--- config.mk ---
export PLATFORM = sky130hd
export DESIGN_NAME = multicycle_control_unit
export DESIGN_NICKNAME = d
export VERILOG_FILES = /design/src/rtl/mcu_pkg.sv /design/src/rtl/alu_decoder.sv /design/src/rtl/multicycle_control_unit.sv
export SDC_FILE = /design/constraint.sdc
export NUM_CORES = 1
export LEC_CHECK = 0
export ABC_AREA = 1
export CAP_MARGIN = 40
export CORE_ASPECT_RATIO = 0.9
export CORE_MARGIN = 2
export CORE_UTILIZATION = 36
export CTS_CLUSTER_DIAMETER = 150
export DETAILED_ROUTE_END_ITERATION = 10
export GPL_TIMING_DRIVEN = 0
export PLACE_DENSITY = 0.81
export SLEW_MARGIN = 15
export SYNTH_ARGS = -nofsm -noshare
export SYNTH_HDL_FRONTEND = slang
export SYNTH_SLANG_ARGS = --single-unit
--- constraint.sdc ---
create_clock -name clk -period 1.75 [get_ports clk]
set_input_delay 0.35 -clock clk [delete_from_list [all_inputs] [get_ports clk]]
set_output_delay 0.35 -clock clk [all_outputs]
set_load 0.02 [all_outputs]
--- src/rtl/mcu_pkg.sv ---
// Shared types and encodings for the multicycle MIPS control unit.
// States, opcode/funct values, ALUOp and ALU control codes.
package mcu_pkg;

    typedef enum logic [3:0] {
        S_FETCH,
        S_DECODE,
        S_MEMADR,
        S_MEMRD,
        S_MEMWB,
        S_MEMWR,
        S_EXECUTE,
        S_ALUWB,
        S_BRANCH,
        S_ADDIEX,
        S_ADDIWB,
        S_JUMP,
        S_HALT
    } state_t;

    localparam logic [5:0] OP_RTYPE = 6'b000000;
    localparam logic [5:0] OP_LW    = 6'b100011;
    localparam logic [5:0] OP_SW    = 6'b101011;
    localparam logic [5:0] OP_BEQ   = 6'b000100;
    localparam logic [5:0] OP_ADDI  = 6'b001000;
    localparam logic [5:0] OP_J     = 6'b000010;

    localparam logic [5:0] FN_ADD = 6'b100000;
    localparam logic [5:0] FN_SUB = 6'b100010;
    localparam logic [5:0] FN_AND = 6'b100100;
    localparam logic [5:0] FN_OR  = 6'b100101;
    localparam logic [5:0] FN_SLT = 6'b101010;

    localparam logic [1:0] ALUOP_ADD   = 2'b00;
    localparam logic [1:0] ALUOP_SUB   = 2'b01;
    localparam logic [1:0] ALUOP_FUNCT = 2'b10;

    localparam logic [2:0] ALUCTL_ADD = 3'b010;
    localparam logic [2:0] ALUCTL_SUB = 3'b110;
    localparam logic [2:0] ALUCTL_AND = 3'b000;
    localparam logic [2:0] ALUCTL_OR  = 3'b001;
    localparam logic [2:0] ALUCTL_SLT = 3'b111;

    localparam logic [1:0] PCSRC_ALU    = 2'b00;
    localparam logic [1:0] PCSRC_ALUOUT = 2'b01;
    localparam logic [1:0] PCSRC_JUMP   = 2'b10;

    localparam logic [1:0] SRCB_B     = 2'b00;
    localparam logic [1:0] SRCB_FOUR  = 2'b01;
    localparam logic [1:0] SRCB_IMM   = 2'b10;
    localparam logic [1:0] SRCB_IMMSH = 2'b11;

endpackage

--- src/rtl/alu_decoder.sv ---
// ALUOp/funct to ALU control decode; unknown funct and reserved
// ALUOp both fall back to add.
module alu_decoder
    import mcu_pkg::*;
#(
    parameter int ALUOP_W  = 2,
    parameter int ALUCTL_W = 3
) (
    input  logic [ALUOP_W-1:0]  alu_op_i,
    input  logic [5:0]          funct_i,
    output logic [ALUCTL_W-1:0] alu_control_o
);

    always_comb begin
        alu_control_o = ALUCTL_W'(ALUCTL_ADD);
        case (alu_op_i)
            ALUOP_W'(ALUOP_SUB): alu_control_o = ALUCTL_W'(ALUCTL_SUB);
            ALUOP_W'(ALUOP_FUNCT): begin
                case (funct_i)
                    FN_SUB:  alu_control_o = ALUCTL_W'(ALUCTL_SUB);
                    FN_AND:  alu_control_o = ALUCTL_W'(ALUCTL_AND);
                    FN_OR:   alu_control_o = ALUCTL_W'(ALUCTL_OR);
                    FN_SLT:  alu_control_o = ALUCTL_W'(ALUCTL_SLT);
                    default: alu_control_o = ALUCTL_W'(ALUCTL_ADD);
                endcase
            end
            default: alu_control_o = ALUCTL_W'(ALUCTL_ADD);
        endcase
    end

endmodule

--- src/rtl/multicycle_control_unit.sv ---
// Multicycle MIPS control FSM with memory-ready handshake, ADDI/J,
// illegal-opcode detection and an embedded ALU decoder.
module multicycle_control_unit
    import mcu_pkg::*;
#(
    parameter int ALUOP_W         = 2,
    parameter int ALUCTL_W        = 3,
    parameter int EN_ADDI         = 1,
    parameter int EN_JUMP         = 1,
    parameter int HALT_ON_ILLEGAL = 0
) (
    input  logic                clk,
    input  logic                reset,
    input  logic [5:0]          op,
    input  logic [5:0]          funct,
    input  logic                zero,
    input  logic                mem_ready,
    output logic                mem_req,
    output logic                iord,
    output logic                ir_write,
    output logic                mem_write,
    output logic                pc_en,
    output logic [1:0]          pc_src,
    output logic                alu_src_a,
    output logic [1:0]          alu_src_b,
    output logic                reg_dst,
    output logic                mem_to_reg,
    output logic                reg_write,
    output logic [ALUCTL_W-1:0] alu_control,
    output logic                illegal_op,
    output logic                halted
);

    state_t state_q, state_d;
    state_t dec_next;
    logic   op_ok;
    logic   pc_write;
    logic   branch;
    logic [ALUOP_W-1:0] alu_op;

    always_comb begin
        dec_next = S_FETCH;
        op_ok    = 1'b1;
        case (op)
            OP_LW, OP_SW: dec_next = S_MEMADR;
            OP_RTYPE:     dec_next = S_EXECUTE;
            OP_BEQ:       dec_next = S_BRANCH;
            OP_ADDI: begin
                if (EN_ADDI != 0) dec_next = S_ADDIEX;
                else op_ok = 1'b0;
            end
            OP_J: begin
                if (EN_JUMP != 0) dec_next = S_JUMP;
                else op_ok = 1'b0;
            end
            default: op_ok = 1'b0;
        endcase
        if (!op_ok) dec_next = (HALT_ON_ILLEGAL != 0) ? S_HALT : S_FETCH;
    end

    always_ff @(posedge clk or posedge reset) begin
        if (reset) state_q <= S_FETCH;
        else       state_q <= state_d;
    end

    always_comb begin
        state_d = state_q;
        case (state_q)
            S_FETCH:   if (mem_ready) state_d = S_DECODE;
            S_DECODE:  state_d = dec_next;
            S_MEMADR:  state_d = (op == OP_LW) ? S_MEMRD : S_MEMWR;
            S_MEMRD:   if (mem_ready) state_d = S_MEMWB;
            S_MEMWR:   if (mem_ready) state_d = S_FETCH;
            S_EXECUTE: state_d = S_ALUWB;
            S_ADDIEX:  state_d = S_ADDIWB;
            S_HALT:    state_d = S_HALT;
            default:   state_d = S_FETCH;
        endcase
    end

    // Reset gates every output combinationally so no strobe leaks
    // while reset is held, even though the state already reads FETCH.
    always_comb begin
        mem_req    = 1'b0;
        iord       = 1'b0;
        ir_write   = 1'b0;
        mem_write  = 1'b0;
        pc_write   = 1'b0;
        branch     = 1'b0;
        pc_src     = PCSRC_ALU;
        alu_src_a  = 1'b0;
        alu_src_b  = SRCB_B;
        reg_dst    = 1'b0;
        mem_to_reg = 1'b0;
        reg_write  = 1'b0;
        alu_op     = ALUOP_W'(ALUOP_ADD);
        illegal_op = 1'b0;
        halted     = 1'b0;
        if (!reset) begin
            case (state_q)
                S_FETCH: begin
                    mem_req   = 1'b1;
                    alu_src_b = SRCB_FOUR;
                    ir_write  = mem_ready;
                    pc_write  = mem_ready;
                end
                S_DECODE: begin
                    alu_src_b  = SRCB_IMMSH;
                    illegal_op = ~op_ok;
                end
                S_MEMADR, S_ADDIEX: begin
                    alu_src_a = 1'b1;
                    alu_src_b = SRCB_IMM;
                end
                S_MEMRD: begin
                    mem_req = 1'b1;
                    iord    = 1'b1;
                end
                S_MEMWR: begin
                    mem_req   = 1'b1;
                    iord      = 1'b1;
                    mem_write = 1'b1;
                end
                S_MEMWB: begin
                    mem_to_reg = 1'b1;
                    reg_write  = 1'b1;
                end
                S_EXECUTE: begin
                    alu_src_a = 1'b1;
                    alu_op    = ALUOP_W'(ALUOP_FUNCT);
                end
                S_ALUWB: begin
                    reg_dst   = 1'b1;
                    reg_write = 1'b1;
                end
                S_BRANCH: begin
                    alu_src_a = 1'b1;
                    alu_op    = ALUOP_W'(ALUOP_SUB);
                    pc_src    = PCSRC_ALUOUT;
                    branch    = 1'b1;
                end
                S_ADDIWB:  reg_write = 1'b1;
                S_JUMP: begin
                    pc_src   = PCSRC_JUMP;
                    pc_write = 1'b1;
                end
                S_HALT:    halted = 1'b1;
                default: ;
            endcase
        end
    end

    assign pc_en = pc_write | (branch & zero);

    alu_decoder #(
        .ALUOP_W  (ALUOP_W),
        .ALUCTL_W (ALUCTL_W)
    ) u_alu_dec (
        .alu_op_i      (alu_op),
        .funct_i       (funct),
        .alu_control_o (alu_control)
    );

endmodule

==> results.toml <==
[outcome]
status = "finished, violations left"
violations = "negative setup slack"

[layout]
area_growth_pct = 118.6
final_nets = 220
seq_area_um2 = 105.1
largestRegisters = "state_q (4)"
multi_input_area_um2 = 649.4
fill_cells = 112
largest_reg_flops = 4
largest_register = "state_q"
finalInstanceArea_um2 = 1531
drive_gt1_frac = 0.5323
antenna_cells = 0
utilization = 0.8160

[clock_tree]
cts_tree = "yes"
cts_buffers = 3
cts_root_buf = "clkbuf_4"
clkTransAtPathRegs_ns = 0.04
clockBufferDepth = 2
clk_latency_ns = 0.23
htree_levels = 1
cts.sinks = 4

[synth]
avgSynthCellArea_um2 = 5.349
syn_inst = 131
synth_top_area_cell = "nand2_1"
ys_ff_latch = 4
synthTopCellsByCount = "nand2_1, nor2_1, inv_1"
ys_async_sr_fraction = 1.000
synthAdderAreaFrac = 0.03571
yosys.area.top_type_share = 0.1714
synth-compound-area-share = 0.04821
synth.area.top_cells = "nand2_1, dfrtp_1, nor2_1, inv_1, nand3_1"
synthSimpleGateAreaFrac = 0.6286
seq_area_frac_synth = 0.1429
synthDistinctLibCells = 20
synth.most_common_cell = "nand2_1"
syn_area_um2 = 700.7
ys_warn_count = 0
synth_top_family_by_area = "simple AND/OR/NAND/NOR gates"
yosys_most_used_dff = "dfrtp_1"
synth_xor_area_frac = 0
synth.area.mux_share = 0
synth_fp_nets = 149
synth-edff-count = 0

[setup_path]
worstSetupPathType = "flip-flop to primary output"
cp_max_fo = 4
cp-end-kind = "primary output"
cp-start-kind = "flip-flop"
reg2reg_setup_slack_ns = 0.21
cp.required_ns = 1.40
arrival_ns = 1.75

[route]
first_pass_iters = 4
avgRoutedWirePerCell_um = 16.89
route.detailed.drc = 0
vias = 1264
viasPerCell = 5.593
first_iter_violations = 80
routed_wl_um = 3818
drtAntennaViolNets = 0

[timing]
fin_crit_ns = 2.101
slew_viol_final = 0
rsz0062_at_grt = "yes"
fmax_mhz = 476.0
setup_viol = 17
slew_headroom = 0.8091
tightestPinTransition_ns = 0.2852
final_hold_viol_count = 0
worst_slack_ns = -0.3508
period_share = 1.200
fin_skew_ns = 0.006070

[placed_design]
placed_area_um2 = 1115
hpwl_um = 1625
gp_congestion = 0.9136
portBuffers = 33

[die]
die_w_um = 50.51
dieHeight_um = 45.86
start_util = 0.3733
rows = 15
ios = 34
coreArea_um2 = 1877
dieArea_um2 = 2316

[job]
drv_cap = 0

[global_routing]
grt_use_total = 0.2389
grt_pass1_vias = 1011
antenna_found_initial = 0
grt_max_degree = 7
grt_pass1_wl_um = 4119
grt-ovfl-total = 0

[min_path]
hold_class = "input port to async pin"

[power_and_ir_drop]
vdd_drop_max_mv = 0.9087
pwr_density_cell_nw_per_um2 = 922.5
leakagePower_nw = 0.7683
per-stage QoR:
stage	std cells	setup TNS (ns)	hold slack [ns]	power [mW]	setup WS, ns
6_report	226	-2.706	0.4015	1.413	-0.3508
2_1_floorplan	131	-0.09065	0.1207	0.6085	-0.07464
5_1_grt	226	-3.595	0.4008	1.472	-0.4252
4_1_cts	209	-1.143	0.3442	1.079	-0.2663
3_5_place_dp	189	-11.09	0.6549	0.8312	-1.188
3_3_place_gp	189	-10.93	0.6464	0.8188	-1.177
logic make-up (layout without fill, tap and decap cells):
group	Yosys count	count (layout)
simple gates	92	92
buf+inv	27	97
fa+ha+maj	2	2
flops	4	4
compound gates	6	6
area by class of cell:
class                   instances  share of cell area
inverters                      27             0.06863
repair buffers                 66              0.4011
clock buffers                   4             0.01716
well taps                      25             0.02042
flip-flops and latches          4             0.06863
multi-input cells             100              0.4240
worst max-delay path: stages (launching register included):
cell and delay [ns]:
dfrtp_2 0.44, nor2_4 0.15, nand2_4 0.08, nor2_4 0.16, inv_1 0.06, ha_1 0.18
inv_1 0.08, nand2_2 0.06, inv_2 0.09, nand2_2 0.07, buf_6 0.13
worst paths after layout:
kind	from	endpoint	cells after the start
setup / recovery	state_q[3]	alu_control[1]	10
hold / removal	reset	state_q[3]	3
setup reg to reg	state_q[2]	state_q[2]	10
hold reg to reg	state_q[0]	state_q[0]	2
max in group asynchronous	reset	state_q[1]	3
min in group clk	state_q[0]	state_q[0]	2
cells in the final DEF, fill, tap and decap left out, drive strengths merged:
master and count:
clkinv 1, nor3 3, o22ai 1, inv 26, clkbuf 4, buf 51
a21oi 3, clkdlybuf4s15 1, a211oi 1, dfrtp 4, o21ai 1, ha 2
nand3 15, or2 1, nand2 38, nand4 3, clkdlybuf4s50 14, nor2 32
what timing repair did:
item / 4_1_cts / 5_1_grt
hold buffers: 0 / 0
pin swaps: 11 / 10
buffers inserted: 16 / 17
hold endpoints to repair: 0 / 0
setup endpoints to repair: 18 / 17
resized for setup: 101 / 42
where the power goes:
part / internal, mW / switching [mW] / total [mW]
Sequential: 0.124 / 0.0511 / 0.175
Clock: 0.0856 / 0.0378 / 0.123
Combinational: 0.491 / 0.623 / 1.11
Total: 0.700 / 0.712 / 1.41
per-layer routing:
metal / GRT usage / share of wire / vias up
li1: - / - / 547
met1: 0.2679 / 0.37 / 588
met2: 0.4263 / 0.48 / 99
met3: 0.03289 / 0.090 / 30
met4: 0.1676 / 0.064 / 0
met5: 0 / 0 / -
No activity file was read; power rests on OpenSTA's default activity.
==> edit, RTL diff (config.mk and constraints unchanged) <==
Set the parameter `EN_ADDI` to 0 (it was 1).
--- a/src/rtl/multicycle_control_unit.sv
+++ b/src/rtl/multicycle_control_unit.sv
@@ -6,5 +6,5 @@
     parameter int ALUOP_W         = 2,
     parameter int ALUCTL_W        = 3,
-    parameter int EN_ADDI         = 1,
+    parameter int EN_ADDI         = 0,
     parameter int EN_JUMP         = 1,
     parameter int HALT_ON_ILLEGAL = 0
Formal check against the unedited RTL: not equivalent (a bounded check fails within 4 cycles, from zero or initial values and one cycle with reset high).
==> edit against the unedited design <==
  * The run still ends with setup timing left
  * Wire length down 22%
  * Total power fell by 16%
  * Synthesized area decreased by 4.8%
  * Setup slack improved by 0.013 ns
  * Clock power barely moved
  * Via count is 13% lower
  * Cell count down 6.6%
  * Combinational power down 20%
  * Die area is 4.4% lower
  * Count of clock-buffer cells in the layout did not move
  * Non-clock buffer count fell by 10
  * Design area shrank 11%
  * Sequential cell count did not move
  * Largest power group unchanged
  * Highest routed layer unchanged
==> edit: results (changes against the unedited design) <==
Total GRT Usage 22.2% (was 23.9%); number of global-route vias before repair 900 (was 1011); layout cell share with drive strength beyond 1 51.3% (was 53.2%); Clock Skew 0.00571 ns (was 0.00607 ns); Clock Latency Late Sink 0.23 ns (about the same); status finished with violations (unchanged); met2 WL 1.45 mm (was 1.82 mm); Post-synth ARST share 100% (unchanged); Reg clk slew, reported paths 0.04 ns (about the same); CTS H-tree depth 1 (unchanged); Final Wtd Congestion 0.908 (was 0.914); initial antenna violation count 0 (unchanged); Worst-Margin Slew 0.312 ns (was 0.285 ns); Finish-stage setup viols 11 (was 17); Ys Warns 0 (unchanged); DP HPWL 1.56 mm (was 1.63 mm); Worst Path Max Fanout 5 (was 4); Synth Flop Type dfrtp_1 (unchanged); RR Endpoint state_q[1] (was state_q[2]); detailed-router iteration count before antenna repair 4 (unchanged); DRT iter0 DRCs 40 (was 80); reg2reg setup slack 0.27 ns (was 0.21 ns); CP startpoint state_q[2] (was state_q[3]); sequential area share after synthesis 15.0% (was 14.3%); post-synthesis cell type count 18 (was 20); CP max stage cell dfrtp_2 (unchanged); Port Buffers 32 (was 33); violated checks setup timing (unchanged); wire per inst 14.0 µm (was 16.9 µm); Worst R2R Path Depth 9 (was 10); top cells by area, synth nand2_1, dfrtp_1, nor2_1 (unchanged); Filler Cell Count 113 (was 112); DR vias 1106 (was 1264); final worst setup slack -0.338 ns (was -0.351 ns); Critical Path AT 1.74 ns; met3 wire length 185 µm (was 345 µm); Antenna Cells 0 (unchanged); syn_nets 146 (was 149); Nets 206 (was 220); Min Hold Slack 0.0683 ns (was 0.401 ns); maximum number of pins on one net before global-route repair 10 (was 7); top post-synthesis cells by count nand2_1, nor2_1, inv_1 (unchanged); Leak 0.717 nW (was 0.768 nW); wl on met1 1.10 mm (was 1.41 mm); CP max stage delay 0.44 ns (about the same); reg-to-reg startpoint state_q[0] (was state_q[2]); first-pass GRT wire length 3.75 mm (was 4.12 mm); worst vdd ir 0.810 mV (was 0.909 mV)
[edit: power breakdown]
part | leakage [nW] | switching (mW) | internal (mW) | total, mW
Combinational | 0.655 | 0.488 | 0.402 | 0.889
Sequential | 0.0475 | 0.0499 | 0.122 | 0.172
Clock | 0.0150 | 0.0375 | 0.0855 | 0.123
Total | 0.717 | 0.575 | 0.609 | 1.18
[edit: worst max-delay path by stage]
stage | endpoint | slack, ns | cells past startpoint
after floorplan | alu_control[0] | -0.1 | 11
final | alu_control[0] | -0.34 | 12
after CTS | alu_control[0] | -0.32 | 11
after detailed placement | alu_control[0] | -0.71 | 11
after global placement | alu_control[0] | -0.66 | 8
after global routing | alu_control[0] | -0.40 | 12
[edit: layout make-up]
cell class | count | area share (%)
sequential | 4 | 7.72
timing repair buffer | 55 | 34.6
inverter | 29 | 8.27
buffer | 1 | 0.827
multi-input combinational | 94 | 44.5
tap | 24 | 2.21
clock buffer | 4 | 1.93
[edit: metal layers]
layer	vias to the layer above	GRT usage, %
met1	499	23.2
met5	-	0
li1	512	-
met2	71	41.1
met4	0	17.2
met3	24	3.64
[edit: repair_timing]
action | 4_1_cts | 5_1_grt
pin swaps | 16 | 9
endpoints found under the setup margin | 18 | 18
resized for setup | 90 | 43
buffers inserted | 13 | 10
[edit: cell families after synthesis]
family,after synthesis,synth area share (%)
DFF,4,15.0
buffers and inverters,30,18.0
adders and majority gates,2,3.75
and+or+nand+nor,86,58.3
AOI/OAI and AO/OA,6,4.88
[edit: per-stage QoR]
step | utilization (%) | instance area, µm² | setup slack, ns | TNS (ns) | instances
2_1_floorplan | - | 734 | -0.0951 | -0.134 | 128
5_1_grt | 80.1 | 1360 | -0.400 | -2.57 | 211
6_report | 80.1 | 1360 | -0.338 | -1.74 | 211
4_1_cts | 72.7 | 1230 | -0.322 | -0.967 | 201
3_3_place_gp | 63.8 | 1080 | -0.663 | -3.96 | 184
3_5_place_dp | 63.8 | 1080 | -0.709 | -4.36 | 184
